### src/rtl/ibex_alu_pext_simd_seq_if.sv
// Operand/control request and packed-result response bundle for the Pext SIMD add/sub unit.
// Signal suffixes are from the unit's point of view; the slave modport is the unit.
interface ibex_alu_pext_simd_seq_if;
    logic        valid_i;
    logic        ready_o;
    logic [31:0] operand_a_i;
    logic [31:0] operand_b_i;
    logic        width32_i;
    logic        width8_i;
    logic        signed_i;
    logic [1:0]  sub_i;
    logic        sat_i;
    logic        halve_i;
    logic        flush_i;
    logic        valid_o;
    logic        ready_i;
    logic [31:0] result_o;
    logic        ov_o;
    logic        ov_clr_i;

    modport master (
        output valid_i, operand_a_i, operand_b_i, width32_i, width8_i, signed_i, sub_i, sat_i,
               halve_i, flush_i, ready_i, ov_clr_i,
        input  ready_o, valid_o, result_o, ov_o
    );

    modport slave (
        input  valid_i, operand_a_i, operand_b_i, width32_i, width8_i, signed_i, sub_i, sat_i,
               halve_i, flush_i, ready_i, ov_clr_i,
        output ready_o, valid_o, result_o, ov_o
    );
endinterface

### src/rtl/ibex_alu_pext_simd_seq.sv
// Iterative Zpn SIMD add/sub executor: 8/16/32-bit lanes, LanesPerCycle lanes per busy cycle.
// Halving (R) ops are built only when IBEX_PEXT_HALVE_EN is defined.
module ibex_alu_pext_simd_seq #(
    parameter int unsigned LanesPerCycle = 1
) (
    input logic                     clk_i,
    input logic                     rst_ni,
    ibex_alu_pext_simd_seq_if.slave bus
);

    typedef enum logic [1:0] {StIdle, StBusy, StDone} state_e;

    localparam logic [2:0] Step = 3'(LanesPerCycle);

    state_e      state_q, state_d;
    logic [2:0]  cnt_q, cnt_d;
    logic [31:0] a_q, b_q, res_q, res_d;
    logic [1:0]  wsel_q, wsel_in;
    logic [1:0]  sub_q;
    logic        signed_q, sat_q;
    logic        pov_q, pov_d, ov_q, ov_d;
    logic        capture, commit, halve_en;
    logic [2:0]  n_lanes, idx;
    logic [4:0]  shamt;
    logic [31:0] mask;
    logic        sub_sel;
    logic [32:0] lane_r;

    // Returns {overflow, lane}; lane bits above the lane width are don't-care.
    function automatic logic [32:0] lane_op(input logic [31:0] a, input logic [31:0] b,
                                            input logic [1:0] wsel, input logic sgn,
                                            input logic sub, input logic sat, input logic halve);
        logic signed [33:0] ea, eb, s, smax, smin;
        logic [31:0]        lane;
        logic               ov;
        case (wsel)
            2'd0: begin
                ea   = {{26{sgn & a[7]}}, a[7:0]};
                eb   = {{26{sgn & b[7]}}, b[7:0]};
                smax = sgn ? 34'sh7F : 34'shFF;
                smin = sgn ? -34'sh80 : 34'sh0;
            end
            2'd1: begin
                ea   = {{18{sgn & a[15]}}, a[15:0]};
                eb   = {{18{sgn & b[15]}}, b[15:0]};
                smax = sgn ? 34'sh7FFF : 34'shFFFF;
                smin = sgn ? -34'sh8000 : 34'sh0;
            end
            default: begin
                ea   = {{2{sgn & a[31]}}, a};
                eb   = {{2{sgn & b[31]}}, b};
                smax = sgn ? 34'sh7FFF_FFFF : 34'shFFFF_FFFF;
                smin = sgn ? -34'sh8000_0000 : 34'sh0;
            end
        endcase
        s    = sub ? ea - eb : ea + eb;
        lane = s[31:0];
        ov   = 1'b0;
        if (halve) begin
            lane = s[32:1];
        end else if (sat) begin
            if (s > smax) begin
                lane = smax[31:0];
                ov   = 1'b1;
            end else if (s < smin) begin
                lane = smin[31:0];
                ov   = 1'b1;
            end
        end
        return {ov, lane};
    endfunction

`ifdef IBEX_PEXT_HALVE_EN
    logic halve_q;
    assign halve_en = halve_q;

    always_ff @(posedge clk_i or negedge rst_ni) begin
        if (!rst_ni)      halve_q <= 1'b0;
        else if (capture) halve_q <= bus.halve_i;
    end
`else
    logic unused_halve;
    assign unused_halve = bus.halve_i;
    assign halve_en     = 1'b0;
`endif

    // width32 takes priority over width8
    assign wsel_in = bus.width32_i ? 2'd2 : (bus.width8_i ? 2'd0 : 2'd1);
    assign n_lanes = (wsel_q == 2'd2) ? 3'd1 : ((wsel_q == 2'd0) ? 3'd4 : 3'd2);

    assign bus.ready_o  = (state_q == StIdle);
    assign bus.valid_o  = (state_q == StDone);
    assign bus.result_o = res_q;
    assign bus.ov_o     = ov_q;

    always_comb begin
        state_d = state_q;
        cnt_d   = cnt_q;
        res_d   = res_q;
        pov_d   = pov_q;
        capture = 1'b0;
        commit  = 1'b0;
        idx     = '0;
        shamt   = '0;
        mask    = '0;
        sub_sel = 1'b0;
        lane_r  = '0;

        for (int unsigned k = 0; k < LanesPerCycle; k++) begin
            idx = cnt_q + 3'(k);
            case (wsel_q)
                2'd0: begin
                    shamt   = {idx[1:0], 3'b000};
                    mask    = 32'h0000_00FF;
                    sub_sel = sub_q[idx[1]];
                end
                2'd1: begin
                    shamt   = {idx[0], 4'b0000};
                    mask    = 32'h0000_FFFF;
                    sub_sel = sub_q[idx[0]];
                end
                default: begin
                    shamt   = '0;
                    mask    = 32'hFFFF_FFFF;
                    sub_sel = sub_q[1];
                end
            endcase
            lane_r = lane_op(a_q >> shamt, b_q >> shamt, wsel_q, signed_q, sub_sel, sat_q,
                             halve_en);
            if (state_q == StBusy && idx < n_lanes) begin
                res_d = (res_d & ~(mask << shamt)) | ((lane_r[31:0] & mask) << shamt);
                pov_d = pov_d | lane_r[32];
            end
        end

        unique case (state_q)
            StIdle: begin
                if (bus.valid_i && !bus.flush_i) begin
                    capture = 1'b1;
                    cnt_d   = '0;
                    pov_d   = 1'b0;
                    state_d = StBusy;
                end
            end
            StBusy: begin
                cnt_d = cnt_q + Step;
                if (cnt_q + Step >= n_lanes) state_d = StDone;
            end
            StDone: begin
                if (bus.ready_i) begin
                    commit  = 1'b1;
                    state_d = StIdle;
                end
            end
            default: state_d = StIdle;
        endcase

        if (bus.flush_i) begin
            state_d = StIdle;
            pov_d   = 1'b0;
            commit  = 1'b0;
        end

        // A same-cycle commit of pending overflow beats the clear
        ov_d = ov_q;
        if (bus.ov_clr_i)       ov_d = 1'b0;
        if (commit && pov_q)    ov_d = 1'b1;
    end

    always_ff @(posedge clk_i or negedge rst_ni) begin
        if (!rst_ni) begin
            state_q  <= StIdle;
            cnt_q    <= '0;
            res_q    <= '0;
            pov_q    <= 1'b0;
            ov_q     <= 1'b0;
            a_q      <= '0;
            b_q      <= '0;
            wsel_q   <= '0;
            sub_q    <= '0;
            signed_q <= 1'b0;
            sat_q    <= 1'b0;
        end else begin
            state_q <= state_d;
            cnt_q   <= cnt_d;
            res_q   <= res_d;
            pov_q   <= pov_d;
            ov_q    <= ov_d;
            if (capture) begin
                a_q      <= bus.operand_a_i;
                b_q      <= bus.operand_b_i;
                wsel_q   <= wsel_in;
                sub_q    <= bus.sub_i;
                signed_q <= bus.signed_i;
                sat_q    <= bus.sat_i;
            end
        end
    end

endmodule

### src/flat_wrapper.sv
// flat-port wrapper written by rule: the top's interface ports become plain ports
module ibex_alu_pext_simd_seq_flat 
#(
    parameter int unsigned LanesPerCycle = 1
)
  (clk_i, rst_ni, bus_valid_i, bus_operand_a_i, bus_operand_b_i, bus_width32_i, bus_width8_i, bus_signed_i, bus_sub_i, bus_sat_i, bus_halve_i, bus_flush_i, bus_ready_i, bus_ov_clr_i, bus_ready_o, bus_valid_o, bus_result_o, bus_ov_o);
  ibex_alu_pext_simd_seq_if bus_i ();
  input logic clk_i;
  input logic rst_ni;
  input wire logic [$bits(bus_i.valid_i)-1:0] bus_valid_i;
  input wire logic [$bits(bus_i.operand_a_i)-1:0] bus_operand_a_i;
  input wire logic [$bits(bus_i.operand_b_i)-1:0] bus_operand_b_i;
  input wire logic [$bits(bus_i.width32_i)-1:0] bus_width32_i;
  input wire logic [$bits(bus_i.width8_i)-1:0] bus_width8_i;
  input wire logic [$bits(bus_i.signed_i)-1:0] bus_signed_i;
  input wire logic [$bits(bus_i.sub_i)-1:0] bus_sub_i;
  input wire logic [$bits(bus_i.sat_i)-1:0] bus_sat_i;
  input wire logic [$bits(bus_i.halve_i)-1:0] bus_halve_i;
  input wire logic [$bits(bus_i.flush_i)-1:0] bus_flush_i;
  input wire logic [$bits(bus_i.ready_i)-1:0] bus_ready_i;
  input wire logic [$bits(bus_i.ov_clr_i)-1:0] bus_ov_clr_i;
  output wire logic [$bits(bus_i.ready_o)-1:0] bus_ready_o;
  output wire logic [$bits(bus_i.valid_o)-1:0] bus_valid_o;
  output wire logic [$bits(bus_i.result_o)-1:0] bus_result_o;
  output wire logic [$bits(bus_i.ov_o)-1:0] bus_ov_o;
  assign bus_i.valid_i = bus_valid_i;
  assign bus_i.operand_a_i = bus_operand_a_i;
  assign bus_i.operand_b_i = bus_operand_b_i;
  assign bus_i.width32_i = bus_width32_i;
  assign bus_i.width8_i = bus_width8_i;
  assign bus_i.signed_i = bus_signed_i;
  assign bus_i.sub_i = bus_sub_i;
  assign bus_i.sat_i = bus_sat_i;
  assign bus_i.halve_i = bus_halve_i;
  assign bus_i.flush_i = bus_flush_i;
  assign bus_i.ready_i = bus_ready_i;
  assign bus_i.ov_clr_i = bus_ov_clr_i;
  assign bus_ready_o = bus_i.ready_o;
  assign bus_valid_o = bus_i.valid_o;
  assign bus_result_o = bus_i.result_o;
  assign bus_ov_o = bus_i.ov_o;
  ibex_alu_pext_simd_seq #(.LanesPerCycle(LanesPerCycle)) u_core (.clk_i(clk_i), .rst_ni(rst_ni), .bus(bus_i));
endmodule
### config.mk
export PLATFORM = sky130hd
export DESIGN_NAME = ibex_alu_pext_simd_seq_flat
export DESIGN_NICKNAME = d
export VERILOG_FILES = /design/src/rtl/ibex_alu_pext_simd_seq_if.sv /design/src/rtl/ibex_alu_pext_simd_seq.sv /design/src/flat_wrapper.sv
export SDC_FILE = /design/constraint.sdc
export NUM_CORES = 1
export LEC_CHECK = 0
export CORE_MARGIN = 4
export CORE_UTILIZATION = 64
export CTS_BUF_LIST = sky130_fd_sc_hd__clkbuf_4 sky130_fd_sc_hd__clkbuf_8
export CTS_CLUSTER_SIZE = 14
export DETAILED_ROUTE_END_ITERATION = 8
export HOLD_SLACK_MARGIN = 0.08
export PLACE_DENSITY_LB_ADDON = 0.08
export SLEW_MARGIN = 20
export SYNTH_ARGS = -nofsm -noshare
export SYNTH_HDL_FRONTEND = slang
export SYNTH_SLANG_ARGS = --single-unit
### constraint.sdc
create_clock -name clk_i -period 21.6 [get_ports clk_i]
set_clock_uncertainty 0.1 [all_clocks]
set_input_delay 2.16 -clock clk_i [delete_from_list [all_inputs] [get_ports clk_i]]
set_output_delay 2.16 -clock clk_i [all_outputs]
set_load 0.005 [all_outputs]
==> results.md, run 1 <==
- Outcome: finished clean
- FMAX: between 100 and 150 MHz
- CP dominant cell by count: o21ai_0
- Ratio of cells with drive above 1 in the final layout: 8.89%
- Hold Fails Final Rpt: 0
- Setup violators final: 0
- CTS Buf Count: 9
- IO buf count: 110
- Final WL: 30800 µm
- Fin crit period: 9.99 ns
- Crit Path Max Fanout: 75
- Slew @ Worst Pin: 1.03 ns
- Via count: 10100
- R2r setup slk: between 10 and 15 ns
- Crit path DAT: 10.19 ns
- Clock Tree Buf Depth: 2
- Top cell type by total area after synthesis: dfrtp_1
- P&R area growth vs syn: 14.3%
- Gates resized, CTS repair: 0
- Average cell area after synthesis: 8.27 µm²
- CP Depth: 35
- Hold Path Origin: u_core.bus.result_o[5]
- Top Metal Used: met4
- Worst EP required: 21.80 ns
- CP Launch Type: flop
- Slew headroom: 29.5%
- Drt wl/cell: 20.4 µm
- Top_reg_cell synth: dfrtp_1
- Remaining DRCs: 0
- Setup Buffers After CTS: 0
- Cts hold-fix bufs: 0
- Hold path cells: 2
- Effective utilization at floorplan: 65.7%
- Die area: 17800 µm²
- Drt via density: between 6 and 7
- Routability congestion estimate: 0.990
- Fin nets: 1447
- Post-synthesis cell type count: 85
- Met1 wire length: roughly 13000 µm
- Fill cells: 1224
- Largest net degree at the start of global routing: 94
- CTS root buf: clkbuf_8
- Syn Nets: 1375
- Critical path's slowest cell: a2111oi_0
- Commonest non-fill, non-tap cell in the layout: nand2_1
- Mapped Area: between 10000 and 15000 µm²
- Synth top area share: 27.1%
- DRT antenna net count: 0
- Fin. max-slew vios: 0
- Worst R2R End: u_core.bus.result_o[31]
- YS warnings: 0
- Antenna diodes: 0
- Commonest non-fill, non-tap cells in the layout: 134 x nand2_1, 120 x a21oi_1, 109 x clkdlybuf4s50_1
- Setup CP Type: flop to flop
- Critical path's top delay family: compound AO/OA/AOI/OAI gates
- CTS clock-pin slew for the worst setup and hold paths: 0.12 ns
- Drt pass-1 iters: 6
- # IOs: 112
- Initial DRC count: 1273
- WHS Endpoint: u_core.bus.result_o[5]
- R2R depth: 35
- Unrepaired setup endpoints after global routing: no
- Core ar.: 15300 µm²
- Grt ovf: 0
- Num rows: 45
- Detailed Place HPWL: 23800 µm
- HP Class: flop to flop
- Final period util: 46.2%
- Post-synth ARST share: 100%
- Number of synthesized flops with an enable pin: 0
- Top cells by area, synth: dfrtp_1 27%, ha_1 9.9%, mux2_2 6.5%, a21oi_1 6.0%, o21ai_0 5.0%
- H-tree levels: 3
- Setup Total Neg Slack: 0 ns
- Synthesized instance count: between 1000 and 1500
- All-Layer GR Usage: 34.1%
- #FFs+latches synth: around 110
- Max_cap viols: 0
- Clk Latency, worst-skew pair: about 0.41 ns
- Chip Width: 133 µm
- CTS tree: done
- First-pass GRT wire length: 48700 µm
- Clk sinks: 109
- WL met2: 14200 µm
- Die extent in y: 133 µm
- Seq/Total Area, Yosys: 27.1%
- R2R Path Start: u_core.wsel_q[1]
- Met3 wire len: approximately 3000 µm
- Bufs and invs on worst path: 4
- Antenna violations before repair: 0
- CP peak stage delay: 0.89 ns
- Vias in the first global route: 9253
- Worst setup EP type: flop
worst reg2reg max path: cells and delay by family (launching register included):
kind,cells,cell delay [ns]
mux,1,0.66
simple gates,10,1.94
fa+ha+maj,3,0.99
buf+inv,4,1.40
compound gates,16,3.97
flops,1,0.36
xor+xnor,1,0.46
registers in the layout, indices dropped and copies added, names as in the netlist:
name                 cells
u_core.sub_q             2
u_core.state_q           2
u_core.pov_q             1
u_core.b_q              32
u_core.sat_q             1
u_core.signed_q          1
u_core.wsel_q            2
u_core.bus.ov_o          1
u_core.cnt_q             3
u_core.a_q              32
u_core.bus.result_o     32
Yosys cell counts, drive strengths merged, types with 15 or more instances:
cell and number:
nand2 135, a21oi 120, dfrtp 109, o21ai 109
nor2 95, ha 80, mux2 58, clkbuf 47
inv 45, a21o 26, xor2 23, a22o 22
mux2i 22, nor3 22, nand4 19, xnor2 19
a31oi 18, o21a 18, nand3 16, buf 15
layer usage:
| layer | vias up | GRT usage [%] |
|---|---|---|
| li1 | 4677 | - |
| met1 | 4787 | 48.1 |
| met2 | 591 | 54.1 |
| met3 | 90 | 4.98 |
| met4 | 0 | 11.1 |
| met5 | - | 0 |
final cells by class:
cell class,instances,area [µm²],area share [%]
Multi-Input combinational cell,1001,6910,60.1
Clock inverter,7,105,0.914
Tap cell,211,264,2.30
Timing Repair Buffer,123,1200,10.4
Sequential cell,109,2730,23.7
Inverter,45,169,1.47
Clock buffer,9,124,1.08
per-stage QoR:
stage | hold slack, ns | util, % | worst slack (ns) | area (µm²) | instances
CTS | 0.397 | 75.1 | 11.94 | 11500 | 1505
floorplan | 0.359 | - | 13.68 | 10100 | 1217
finish | 0.390 | 75.1 | 11.61 | 11500 | 1505
global route | 0.428 | 75.1 | 11.11 | 11500 | 1505
global placement | 0.362 | 73.6 | 12.16 | 11300 | 1489
detailed placement | 0.371 | 73.6 | 12.07 | 11300 | 1489
worst max-delay path by stage:
stage | from | to | slack [ns]
4_1_cts | u_core.wsel_q[1] | u_core.bus.result_o[31] | 11.94
3_5_place_dp | u_core.wsel_q[1] | u_core.bus.result_o[31] | 12.07
5_1_grt | u_core.wsel_q[1] | u_core.bus.result_o[31] | 11.11
2_1_floorplan | u_core.cnt_q[0] | u_core.bus.result_o[30] | 13.68
6_report | u_core.wsel_q[1] | u_core.bus.result_o[31] | 11.61
3_3_place_gp | u_core.wsel_q[1] | u_core.bus.result_o[31] | 12.16
cell families (layout without fill, tap and decap cells):
| kind of cell | count (synthesis) | count (layout) | share of synthesized area (%) |
|---|---|---|---|
| compound gates | 422 | 422 | 27.2 |
| simple gates | 371 | 371 | 17.8 |
| flops | 109 | 109 | 27.1 |
| buf+inv | 107 | 184 | 4.29 |
| mux | 84 | 84 | 9.58 |
| fa+ha+maj | 81 | 81 | 10.1 |
| xor+xnor | 43 | 43 | 3.88 |
Power of run 1 is left out: the tool's default activity adds up to more than one toggle a clock period on the data nets, which glitch-free logic cannot reach.
==> run 2, diff against run 1 <==
- CORE_UTILIZATION: 64 -> 54
- clock period: 21.6 -> 8.4 ns (I/O delays scaled with it)
==> results.md, run 2 (synthesized netlist as in run 1, its figures left out) <==
- Fill cells: 1568
- CP Launch Type: flop
- Fin. max-slew vios: 0
- Largest net degree at the start of global routing: 94
- CTS tree: done
- Die extent in y: 144 µm
- Max_cap viols: 0
- Effective utilization at floorplan: 55.4%
- Final period util: a little over nine tenths
- Commonest non-fill, non-tap cell in the layout: nand2_1
- All-Layer GR Usage: 30.5%
- Core ar.: 18100 µm²
- Post-Layout Cell Count: between 1500 and 2000
- Routability congestion estimate: 0.987
- Drt pass-1 iters: 6
- Antenna violations before repair: 0
- Cts hold-fix bufs: 0
- Drt wl/cell: between 15 and 20 µm
- Setup violators final: 0
- Slew @ Worst Pin: 0.994 ns
- Via count: between 10000 and 15000
- Initial DRC count: 1022
- Clk sinks: ~110
- Detailed Place HPWL: between 20000 and 30000 µm
- Clock Tree Buf Depth: 2
- CTS root buf: clkbuf_8
- Final WL: between 30000 and 40000 µm
- Setup WS post-layout: 0.478 ns
- Busiest grt layer: met2
- Num rows: between 40 and 50
- FMAX: 126 MHz
- Vias in the first global route: 9228
- Worst EP required: around 8.6 ns
- CTS clock-pin slew for the worst setup and hold paths: 0.12 ns
- Ratio of cells with drive above 1 in the final layout: 14.8%
- # IOs: 112
- Chip Width: 144 µm
- Setup CP Type: flop to flop
- CTS Buf Count: 9
- HP Class: input port to asynchronous set/reset pin
- Grt ovf: 0
- Fin nets: 1518
- Critical path's slowest cell: or4b_1
- H-tree levels: 3
- Met2 usage: between 40% and 50%
- R2r setup slk: ~0.48 ns
- Hold Fails Final Rpt: 0
- P&R area growth vs syn: 20.3%
- Worst setup EP type: flop
- Drt via density: 6.29
- Commonest non-fill, non-tap cells in the layout: 133 x nand2_1, 117 x a21oi_1, 109 x clkdlybuf4s50_1
- Hold slack: about 0.25 ns
- DRT antenna net count: 0
- Slew headroom: about a third
- IO buf count: 110
- CP peak stage delay: approximately 0.5 ns
- R2R Path Start: u_core.wsel_q[0]
- Dpl cells: roughly 1600
- R2R depth: 35
- Outcome: finished clean
- Worst R2R End: u_core.bus.result_o[31]
- Remaining DRCs: 0
- Die area: about 21000 µm²
- Worst slack at placement: 0.332 ns
- First-pass GRT wire length: 50200 µm
- Crit Path Max Fanout: 7
- Final core utilization: 66.7%
- Antenna diodes: 0
- Fin crit period: a little under 8 ns
- Crit path DAT: 8.13 ns
- Met1 Usage GRT: 44.8%
- Met3 Usage GRT: 4.60%
- Clk Latency, worst-skew pair: between 0.4 and 0.5 ns
## run 2: cell count changes in the layout (fill, tap and decap cells not counted), moves of 2 or more
cell      change
o21ai_1       +3
inv_8         +2
a21oi_2       +3
a221oi_2      +2
a21oi_1       -3
buf_4        +69
o21ai_0       -3
a221oi_1      -2
## run 2: stage by stage
step | TNS, ns | cell area [µm²]
after floorplan | 0 | 10100
after global placement | 0 | 11800
after detailed placement | 0 | 11800
after CTS | 0 | 12000
after global routing | -0.00570 | 12100
final | 0 | 12100
## run 2: repair_timing
action / CTS / global route
setup buffers: 0 / 6
endpoints found under the setup margin: 0 / 33
resized for setup: 0 / 21
## run 2: cell type report
cell class,count,area (µm²),area share [%]
multi-input cells,1001,6980,57.7
flip-flops and latches,109,2730,22.6
repair buffers,194,1740,14.3
well taps,229,287,2.37
inverters,45,169,1.40
clock buffers,9,124,1.02
clock inverters,7,77.6,0.641
## run 2: how the worst max path moves through the flow
stage / endpoint / cells after the start / from / slack [ns]
floorplan: u_core.bus.result_o[30] / 41 / u_core.cnt_q[0] / 0.48
global placement: u_core.bus.result_o[26] / 33 / u_core.wsel_q[0] / 0.48
detailed placement: u_core.bus.result_o[31] / 35 / u_core.wsel_q[0] / 0.33
CTS: u_core.bus.result_o[31] / 35 / u_core.wsel_q[0] / 0.24
global route: u_core.bus.result_o[19] / 33 / u_core.wsel_q[0] / -0.006
finish: u_core.bus.result_o[31] / 35 / u_core.wsel_q[0] / 0.48
## run 2: critical path, delay by kind of cell, from the launching register on
family,cells,cell delay (ns)
compound gates,16,3.02
fa+ha+maj,3,0.74
simple gates,11,2.30
mux,1,0.49
buf+inv,4,0.66
flops,1,0.48
## run 2: metal layers
layer | wire length [µm] | share of wire, %
met1 | 14500 | 46
met2 | 14300 | 45
met3 | 2320 | 7.3
met4 | 588 | 1.9
met5 | 0 | 0
Power of run 2 is left out for the same reason.
